--- src/rtl/mcu_pkg.sv ---
// rtl/mcu_pkg.sv - shared MCU control-path types and defaults
package mcu_pkg;

    // Return-address stack error FSM
    typedef enum logic [1:0] {
        STK_OK        = 2'd0,
        STK_OVERFLOW  = 2'd1,
        STK_UNDERFLOW = 2'd2
    } stk_state_t;

    localparam int STK_WIDTH = 10;
    localparam int STK_DEPTH = 8;

endpackage

--- src/rtl/stack_ram.sv ---
// rtl/stack_ram.sv - WIDTH x DEPTH storage, one write port, one registered read port
module stack_ram #(
    parameter int WIDTH = 10,
    parameter int DEPTH = 8,
    parameter int AW    = $clog2(DEPTH)
) (
    input  logic             CLK,
    input  logic             WE,
    input  logic [AW-1:0]    WADDR,
    input  logic [WIDTH-1:0] WDATA,
    input  logic             RE,
    input  logic [AW-1:0]    RADDR,
    output logic [WIDTH-1:0] RDATA
);

    logic [WIDTH-1:0] mem [DEPTH];

    // Write port; contents deliberately not reset
    always_ff @(posedge CLK) begin
        if (WE) begin
            mem[WADDR] <= WDATA;
        end
    end

    // Registered read, held when RE is low; same-address write returns old data
    always_ff @(posedge CLK) begin
        if (RE) begin
            RDATA <= mem[RADDR];
        end
    end

endmodule

--- src/rtl/call_stack.sv ---
// rtl/call_stack.sv - LIFO return-address stack with sticky error FSM (option: CALL_STACK_XCHG_EN)
module call_stack
    import mcu_pkg::*;
#(
    parameter int WIDTH = STK_WIDTH,
    parameter int DEPTH = STK_DEPTH,
    localparam int CW   = $clog2(DEPTH + 1)
) (
    input  logic             CLK,
    input  logic             RST,
    input  logic [WIDTH-1:0] DIN,
    input  logic             PUSH,
    input  logic             POP,
    input  logic             ERR_CLR,
    output logic [WIDTH-1:0] DOUT,
    output logic             DOUT_VALID,
    output logic             FULL,
    output logic             EMPTY,
    output logic             OVF,
    output logic             UNF,
    output logic [CW-1:0]    COUNT
);

    localparam int AW = $clog2(DEPTH);

    stk_state_t       state, state_nxt;
    logic [CW-1:0]    count, count_nxt, top_idx;
    logic             valid_nxt;
    logic             has_data;
    logic             ram_we, ram_re;
    logic [AW-1:0]    ram_waddr, ram_raddr;
    logic [WIDTH-1:0] ram_rdata;

    assign top_idx = count - CW'(1);

    assign COUNT = count;
    assign FULL  = (count == CW'(DEPTH));
    assign EMPTY = (count == '0);
    assign OVF   = (state == STK_OVERFLOW);
    assign UNF   = (state == STK_UNDERFLOW);

    // RAM read register has no reset, so mask it to zero until the first pop lands
    assign DOUT = has_data ? ram_rdata : '0;

    stack_ram #(
        .WIDTH (WIDTH),
        .DEPTH (DEPTH),
        .AW    (AW)
    ) u_ram (
        .CLK   (CLK),
        .WE    (ram_we),
        .WADDR (ram_waddr),
        .WDATA (DIN),
        .RE    (ram_re),
        .RADDR (ram_raddr),
        .RDATA (ram_rdata)
    );

    // Decode push/pop/exchange against the current count and error state
    always_comb begin
        state_nxt = state;
        count_nxt = count;
        valid_nxt = 1'b0;
        ram_we    = 1'b0;
        ram_re    = 1'b0;
        ram_waddr = count[AW-1:0];
        ram_raddr = top_idx[AW-1:0];
        case (state)
            STK_OK: begin
                if (POP) begin
                    if (EMPTY) begin
                        state_nxt = STK_UNDERFLOW;
                    end else begin
                        ram_re    = 1'b1;
                        valid_nxt = 1'b1;
`ifdef CALL_STACK_XCHG_EN
                        if (PUSH) begin
                            // Exchange: top is read and overwritten, depth unchanged
                            ram_we    = 1'b1;
                            ram_waddr = top_idx[AW-1:0];
                        end else begin
                            count_nxt = top_idx;
                        end
`else
                        // A simultaneous push is dropped without error
                        count_nxt = top_idx;
`endif
                    end
                end else if (PUSH) begin
                    if (FULL) begin
                        state_nxt = STK_OVERFLOW;
                    end else begin
                        ram_we    = 1'b1;
                        count_nxt = count + CW'(1);
                    end
                end
            end
            default: begin
                // Error states freeze the stack until cleared; ops this cycle are ignored
                if (ERR_CLR) begin
                    state_nxt = STK_OK;
                end
            end
        endcase
    end

    // Pointer, FSM and output-valid registers
    always_ff @(posedge CLK or posedge RST) begin
        if (RST) begin
            state      <= STK_OK;
            count      <= '0;
            DOUT_VALID <= 1'b0;
            has_data   <= 1'b0;
        end else begin
            state      <= state_nxt;
            count      <= count_nxt;
            DOUT_VALID <= valid_nxt;
            if (valid_nxt) begin
                has_data <= 1'b1;
            end
        end
    end

endmodule
--- config.mk ---
export PLATFORM = sky130hd
export DESIGN_NAME = call_stack
export DESIGN_NICKNAME = d
export VERILOG_FILES = /design/src/rtl/mcu_pkg.sv /design/src/rtl/stack_ram.sv /design/src/rtl/call_stack.sv
export SDC_FILE = /design/constraint.sdc
export NUM_CORES = 1
export LEC_CHECK = 0
export CORE_MARGIN = 4
export CORE_UTILIZATION = 61
export CTS_CLUSTER_DIAMETER = 60
export DETAILED_ROUTE_END_ITERATION = 7
export GPL_TIMING_DRIVEN = 1
export PLACE_DENSITY = 0.87
export SLEW_MARGIN = 20
export SYNTH_ARGS = -nofsm -noshare
export SYNTH_HDL_FRONTEND = slang
export SYNTH_SLANG_ARGS = --single-unit
--- constraint.sdc ---
create_clock -name CLK -period 7.6 [get_ports CLK]
set_input_delay 0.76 -clock CLK [delete_from_list [all_inputs] [get_ports CLK]]
set_output_delay 0.76 -clock CLK [all_outputs]
set_load 0.02 [all_outputs]
# Word level (Yosys, flattened, before mapping)
# Memories as Yosys holds them, arrays and structs flattened. A register that Yosys moved wholly into a read port is not among the register bits.
# Cells that the tools add are included.
[word_totals] reg_bits=8 ram_bits=80 inputBits=15 output_inout_bits=19 wordCells=41 mem_count=1
[memory_table] name="u_ram.mem" words=8 word_bits=10 rd=1 rd_ports_with_merged_regs=1 wr=1 line="stack_ram.sv:16" rtl="logic [WIDTH-1:0] mem [DEPTH];"
[classes] add_sub_neg=2 eq_ne=8 muxes=20 n_reduce_logical=6
[ops] operator="4-bit two-way mux" n=4
[ops] operator="2-bit two-way mux" n=6
[ops] operator="10-bit two-way mux" n=1
[ops] operator="1-bit two-way mux" n=9
[ops] operator="3-bit inequality test, second input constant" n=3
[ops] operator="4-bit AND reduction" n=2
[ops] operator="4-bit by 1-bit adder with 4-bit output, second input constant" n=1
[ops] operator="4-bit equality test, second input constant" n=1
[ops] operator="4-bit logical NOT" n=1
[ops] operator="2-bit nonzero test" n=2
[ops] operator="4-bit by 1-bit subtractor with 4-bit output, second input constant" n=1
[ops] operator="2-bit by 1-bit equality test with 1-bit output, second input constant" n=1
[ops] operator="2-bit equality test, second input constant" n=1
[ops] operator="2-bit logical NOT" n=1
[ops] operator="2-bit by 1-bit inequality test with 1-bit output, second input constant" n=1
[ops] operator="2-bit inequality test, second input constant" n=1

# Depth between registers and ports, before layout
# Gate-level depths: netlist of run 1.
[depth] depth_word=7 depth_mapped=8 ltp_nobuf=6

# Modules after synthesis
# A second synthesis of run 1 with hierarchy kept.
[hier_totals] hier_cells=196 hier_area_um2=3977.6
[by_module_without_submodules] mod="stack_ram" instances=1 cells_per_inst=138 area_per_inst_um2=3433.3 seq_area_each_um2=2702.6
[by_module_without_submodules] mod="call_stack" instances=1 cells_per_inst=58 area_per_inst_um2=544.3 seq_area_each_um2=200.2

# Worst setup path before layout of run 1
# No wires, ideal clock.
[synth_path] kind="register to register" start="register count[0], in the netlist COUNT[0]" end="memory u_ram.mem[0][0] (enable)" setup_time_ns=0.390 t_arrival_ns=2.235 required_time_ns=7.210 setup_slack_ns=4.975 path_stages_with_launch=8 path_buffers=2 period_less_slack_ns=2.625 path_cell_list="dfrtp_1 buf_4 buf_4 inv_1 ha_1 nand3b_1 nand3b_1 nor3_1"
[synth_via] elab_chain_cells=7
[synth_lines] element="from (decl)" line="call_stack.sv:27" rtl="logic [CW-1:0] count, count_nxt, top_idx;"
[synth_lines] element="from (signal assigned)" line="call_stack.sv:116" rtl="count <= count_nxt;"
[synth_lines] element="4-bit equality test" line="call_stack.sv:37" rtl="assign FULL = (count == CW'(DEPTH));"
[synth_lines] element="1-bit two-way mux" line="call_stack.sv:90" rtl="if (FULL) begin"
[synth_lines] element="1-bit two-way mux" line="call_stack.sv:89" rtl="end else if (PUSH) begin"
[synth_lines] element="1-bit two-way mux" line="call_stack.sv:70" rtl="if (POP) begin"
[synth_lines] element="1-bit two-way mux" line="call_stack.sv:68" rtl="case (state)"
[synth_lines] element="1-bit two-way mux" line="stack_ram.sv:20" rtl="if (WE) begin"
[synth_lines] element="1-bit two-way mux (implied by the code)" line="stack_ram.sv:21" rtl="mem[WADDR] <= WDATA;"
[synth_lines] element="to (decl)" line="stack_ram.sv:16"
# Several ways; a longest one is shown, not always the timed one.

# Worst setup path in the final report of run 1
[layout_path] start="register count[0], in the netlist COUNT[0]" end="output port EMPTY"
[layout_via] elab_chain_cells=1
[layout_lines] element="4-bit logical NOT" line="call_stack.sv:38" rtl="assign EMPTY = (count == '0);"
[layout_lines] element="to (decl)" line="call_stack.sv:18" rtl="output logic EMPTY,"
# Every way passes these cells.

==> impl_metrics.json, run 1 <==
{
  "outcome": "complete, no violations",
  "cts_setup_buffers": 0,
  "yosys.cell_count.top_type": "edfxtp_1",
  "synth-seq-cells": 98,
  "yosysWarnings": 0,
  "initial_core_util": 0.641,
  "io_pins": 34,
  "drive_gt1_frac": 0.218,
  "tightest_slew_ns": 1.08,
  "nNetsFinal": 250,
  "n_antenna_cell": 0,
  "cp_cell_sequence": "buf_4, inv_1, ha_1, or3b_1, inv_1, clkdlybuf4s50_1",
  "drt_pre_antenna_iters": 4,
  "worstPathRequired_ns": 6.84,
  "fillers": 340,
  "ff2ff_setup_slack_ns": 4.80,
  "pre_cts_ws_ns": 4.37,
  "num_vias": 1835,
  "worst_ep_arrival_time_ns": 2.58,
  "holdPathEnd": "COUNT[3]",
  "post-route-period-util": 0.439,
  "grt_usage": 0.186,
  "ys_types": 29,
  "dp.final_hpwl_um": 4070,
  "synth_common_cells": "edfxtp_1 (90), mux4_2 (20), nor2_1 (13)",
  "p_int_mw": 1.17,
  "cts_resized": 0,
  "cp_max_fo": 30,
  "drt.antenna.violating_nets": 0,
  "netlist.area_leader.share": 0.699,
  "synthTopCellsByArea": "edfxtp_1 (70%), mux4_2 (12%), dfrtp_1 (5.2%)",
  "insertion_delay_ns": 0.36,
  "min_path_cells": 1,
  "cap_violations": 0,
  "hold_violations": 0,
  "clockBufferDepth": 2,
  "antenna_found_initial": 0,
  "p_seq_frac": 0.428,
  "syn_area_per_cell_um2": 20.0,
  "syn_inst": 193,
  "cp-end-kind": "primary output",
  "holdWs_ns": 0.551,
  "clkTransAtPathRegs_ns": 0.09,
  "maxSlewHeadroom": 0.275,
  "gp_congestion": 0.779,
  "die_x_um": 87.6,
  "cts-root-buf": "clkbuf_8",
  "drtIter0Drc": 173,
  "r2r_start": "COUNT[0]",
  "wl_per_cell_um": 20.1,
  "rows": 28,
  "setup_violations": 0,
  "switching_share": 0.310,
  "worst_r2r_path_depth": 5,
  "synth-main-ff-cell": "edfxtp_1",
  "grt_start_max_net_pins": 31,
  "synthArstFlopShare": 0.0816,
  "synth_area_um2": 3860,
  "grt_pass1_vias": 1900,
  "period_needed_ns": 3.34,
  "crit_type": "reg2out",
  "grt_pass1_wl_um": 10200,
  "synth_top_cell_by_area": "edfxtp_1",
  "setup_tns_ns": 0,
  "rsz0062_at_grt": "no",
  "numCtsBuffers": 9,
  "worst_hold_path_type": "reg2reg",
  "crit_family": "buffers and inverters",
  "fin_ws_ns": 4.26,
  "ys_seq_area_frac": 0.751,
  "slew_violations": 0,
  "portBuffers": 33,
  "rr_endpoint": "u_ram.RDATA[8]",
  "synth-edff-count": 90,
  "drc": 0,
  "tritoncts": "built",
  "die_area_um2": 7670,
  "clock.fmax_mhz": 300,
  "vias_per_cell": 5.86,
  "leakagePower_nw": 1.47,
  "cts_hold_buf": 0,
  "power_switching_mw": 0.527,
  "fin_skew_ns": 0.0104,
  "clock_sinks": 98,
  "slowest_stage": "clkdlybuf4s50_1",
  "fp.dieH_um": 87.6,
  "htree_levels": 3,
  "path_buf_inv": 4,
  "core_area_um2": 6030,
  "area_growth_pct": 15.5,
  "worst_setup_path_start_kind": "flop",
  "syn-num-nets": 210,
  "wl_um": 6300,
  "vdd_drop_max_uv": 235,
  "comb_power_share": 0.382,
  "max_stage_delay_ns": 0.60,
  "gr-total-overflow": 0,
  "clock_power_share": 0.190,
  "power_density_nw_per_um2": 381,
  "hp-start": "COUNT[3]",
  "crit_path_frequent_cell": "inv_1"
}
registers in the layout, indices dropped and copies added (netlist names):
signal / flops
COUNT: 4
DOUT_VALID: 1
has_data: 1
state: 2
u_ram.RDATA: 10
u_ram.mem: 80
cell families (layout without fill, tap and decap cells):
logic type | count (synthesis) | in the layout | synth area share
compound gates | 5 | 5 | 0.0100
xor+xnor | 5 | 5 | 0.0133
fa+ha+maj | 2 | 2 | 0.00648
buf+inv | 14 | 59 | 0.0175
flops | 98 | 98 | 0.751
mux | 31 | 31 | 0.148
simple gates | 38 | 38 | 0.0531
power groups by stage:
stage	registers [mW]	logic [mW]	clock network [mW]
after floorplan	0.745	0.444	0
after global placement	0.734	0.642	0
after detailed placement	0.740	0.652	0
after CTS	0.728	0.656	0.326
after global routing	0.736	0.698	0.354
final	0.727	0.650	0.324
worst max path at each step:
stage / start / endpoint / slack, ns / cells past startpoint
floorplan: COUNT[0] / u_ram.mem[0][0] / 4.98 / 7
global placement: POP / u_ram.mem[2][0] / 4.55 / 4
detailed placement: POP / u_ram.mem[2][0] / 4.37 / 4
CTS: COUNT[0] / EMPTY / 4.23 / 6
global route: COUNT[0] / EMPTY / 4.08 / 6
finish: COUNT[0] / EMPTY / 4.26 / 6
metrics by stage:
step	instances	instance area, um2	utilization	total power [mW]
3_5_place_dp	297	4270	0.708	1.39
5_1_grt	313	4460	0.741	1.79
4_1_cts	313	4460	0.740	1.71
3_3_place_gp	297	4270	0.708	1.38
6_report	313	4460	0.741	1.70
2_1_floorplan	193	3860	-	1.19
final cells by class:
class	count	area, um2	share of cell area
clock buffers	9	124	0.0277
clock inverters	7	68.8	0.0154
inverters	7	26.3	0.00589
multi-input cells	81	896	0.201
flip-flops and latches	98	2900	0.650
well taps	75	93.8	0.0210
repair buffers	36	353	0.0790
per-layer routing:
metal | global-route usage | vias to the layer above | part of all wire
met4 | 0.0837 | 0 | 0.016
li1 | - | 836 | -
met2 | 0.295 | 49 | 0.51
met3 | 0.0310 | 11 | 0.047
met5 | 0 | - | 0
met1 | 0.259 | 939 | 0.43
worst register-to-register path, cell delays in order (launching register included):
cell and delay (ns):
dfrtp_1 0.35, buf_4 0.42, inv_1 0.14, ha_1 0.90
mux4_2 0.44, mux2_2 0.30
layout by cell type (no fill, tap or decap), types with 2 or more instances in the layout:
master / count
dfrtp_1: 8
mux2_2: 10
edfxtp_1: 90
clkbuf_8: 9
nor3_1: 2
buf_4: 3
mux4_2: 20
ha_1: 2
clkdlybuf4s50_1: 33
clkinv_1: 2
nand3b_1: 2
and2_1: 10
inv_1: 7
xor2_1: 3
nand2_1: 5
nor2_1: 12
clkinvlp_4: 3
(Power assumes the default switching activity.)
==> run 2: changes to the inputs <==
CORE_UTILIZATION = 57   (was 61)
PLACE_DENSITY = 0.82   (was 0.87)
clock period = 3.23 ns   (was 7.6 ns; I/O delays follow)
==> run 2 against run 1 <==
  * First-iteration DRC count fell by 26%
  * Via count up 0.22%
  * Global-route usage decreased by 1.7 points
  * Total power up 130%
  * Clock power grew 110%
  * Cell area increased by 0.64%
  * Register-to-register slack lost 3.8 ns
==> impl_metrics.json, run 2 (synthesized netlist as in run 1, its figures left out) <==
{
  "setup_violations": 0,
  "wl_per_cell_um": 20.0,
  "numCtsBuffers": 9,
  "clockBufferDepth": 2,
  "worst_ep_arrival_time_ns": 2.33,
  "wl_met3_um": 243,
  "fp.dieH_um": 90.3,
  "drc": 0,
  "fin_skew_ns": 0.00394,
  "area_growth_pct": 16.3,
  "wl_met1_um": 2870,
  "topRoutingLayerUsed": "met4",
  "switching_share": 0.315,
  "p_int_mw": 2.69,
  "drtIter0Drc": 128,
  "cts-root-buf": "clkbuf_8",
  "grt_start_max_net_pins": 30,
  "vdd_drop_max_uv": 376,
  "clkTransAtPathRegs_ns": 0.09,
  "grt_usage": 0.169,
  "outcome": "complete, no violations",
  "cts_setup_buffers": 0,
  "antenna_found_initial": 0,
  "gr-total-overflow": 0,
  "post-route-period-util": 0.820,
  "clock_power_share": 0.172,
  "grt_pass1_wl_um": 10100,
  "comb_power_share": 0.394,
  "p_seq_frac": 0.434,
  "cap_violations": 0,
  "final_cell_mix": "edfxtp_1 (90), clkdlybuf4s50_1 (33), mux4_2 (20), nor2_1 (13)",
  "largest_reg_flops": 80,
  "final_common_cell": "edfxtp_1",
  "core_area_um2": 6460,
  "die_x_um": 90.3,
  "hold_violations": 0,
  "n_antenna_cell": 0,
  "drt_pre_antenna_iters": 4,
  "worst_setup_path_start_kind": "flop",
  "dp.final_hpwl_um": 4280,
  "period_needed_ns": 2.65,
  "vias_per_cell": 5.71,
  "htree_levels": 3,
  "worst_hold_path_type": "in2async",
  "gp_congestion": 0.834,
  "num_vias": 1839,
  "drive_gt1_frac": 0.237,
  "power_switching_mw": 1.24,
  "dr_wl_met2_um": 3160,
  "insertion_delay_ns": 0.35,
  "finalPower_mw": 3.93,
  "worstPathRequired_ns": 2.91,
  "wl_um": 6440,
  "power_density_nw_per_um2": 875,
  "rows": 29,
  "leakagePower_nw": 1.50,
  "clock.fmax_mhz": 377,
  "drt.antenna.violating_nets": 0,
  "cp_max_fo": 9,
  "rsz0062_at_grt": "no",
  "clock_sinks": 98,
  "maxSlewHeadroom": 0.391,
  "cts_resized": 0,
  "initial_core_util": 0.598,
  "regMostFlops": "u_ram.mem",
  "cts_hold_buf": 0,
  "holdWs_ns": 0.233,
  "tightest_slew_ns": 0.910,
  "nNetsFinal": 257,
  "portBuffers": 33,
  "setup_tns_ns": 0,
  "fillers": 408,
  "crit_type": "reg2out",
  "slew_violations": 0,
  "grt_pass1_vias": 1808,
  "cp-end-kind": "primary output",
  "die_area_um2": 8160,
  "tritoncts": "built",
  "io_pins": 34
}
## run 2: cell types whose count changed in the layout (fill, tap and decap cells not counted), sizes merged
cell      change
clkinvlp      -1
bufinv        -1
buf           +7
clkinv        +2
## run 2: metrics by stage
| stage | instances | cell area (um2) | setup slack [ns] | util |
|---|---|---|---|---|
| after floorplan | 193 | 3860 | 0.605 | - |
| after global placement | 306 | 4320 | 1.01 | 0.670 |
| after detailed placement | 306 | 4320 | 0.956 | 0.670 |
| after CTS | 322 | 4490 | 0.548 | 0.696 |
| after global routing | 322 | 4490 | 0.454 | 0.696 |
| final | 322 | 4490 | 0.580 | 0.696 |
## run 2: worst max-delay path, cell delays in order, from the launching register on
cell and delay (ns):
dfrtp_1 0.47, inv_1 0.13, ha_1 0.25, or3b_1 0.42, inv_1 0.10, clkdlybuf4s50_1 0.60
## run 2: layout make-up
class | instances | area [um2] | area share
clock buffers | 9 | 124 | 0.0276
clock inverters | 7 | 45.0 | 0.0100
inverters | 7 | 26.3 | 0.00585
multi-input cells | 81 | 893 | 0.199
flip-flops and latches | 98 | 2900 | 0.646
well taps | 77 | 96.3 | 0.0214
repair buffers | 43 | 405 | 0.0902
## run 2: power groups by stage
stage	combinational (mW)	clock [mW]	sequential (mW)
after CTS	1.58	0.696	1.71
after global routing	1.66	0.743	1.73
final	1.55	0.678	1.71
after detailed placement	1.57	0	1.74
after floorplan	1.04	0	1.75
after global placement	1.53	0	1.72
## run 2: final timing paths
check / startpoint / endpoint / slack (ns) / cells past startpoint
min in group CLK: COUNT[3] / COUNT[3] / 0.54 / 1
max: COUNT[1] / EMPTY / 0.58 / 5
min: RST / state[1] / 0.23 / 2
min reg2reg: COUNT[3] / COUNT[3] / 0.54 / 1
max in group asynchronous: RST / COUNT[0] / 2.75 / 2
max reg2reg: COUNT[1] / u_ram.RDATA[1] / 0.99 / 5
## run 2: per-layer routing
layer / vias up / GRT usage
met2: 46 / 0.259
li1: 850 / -
met3: 15 / 0.0375
met4: 0 / 0.0867
met5: - / 0
met1: 928 / 0.231
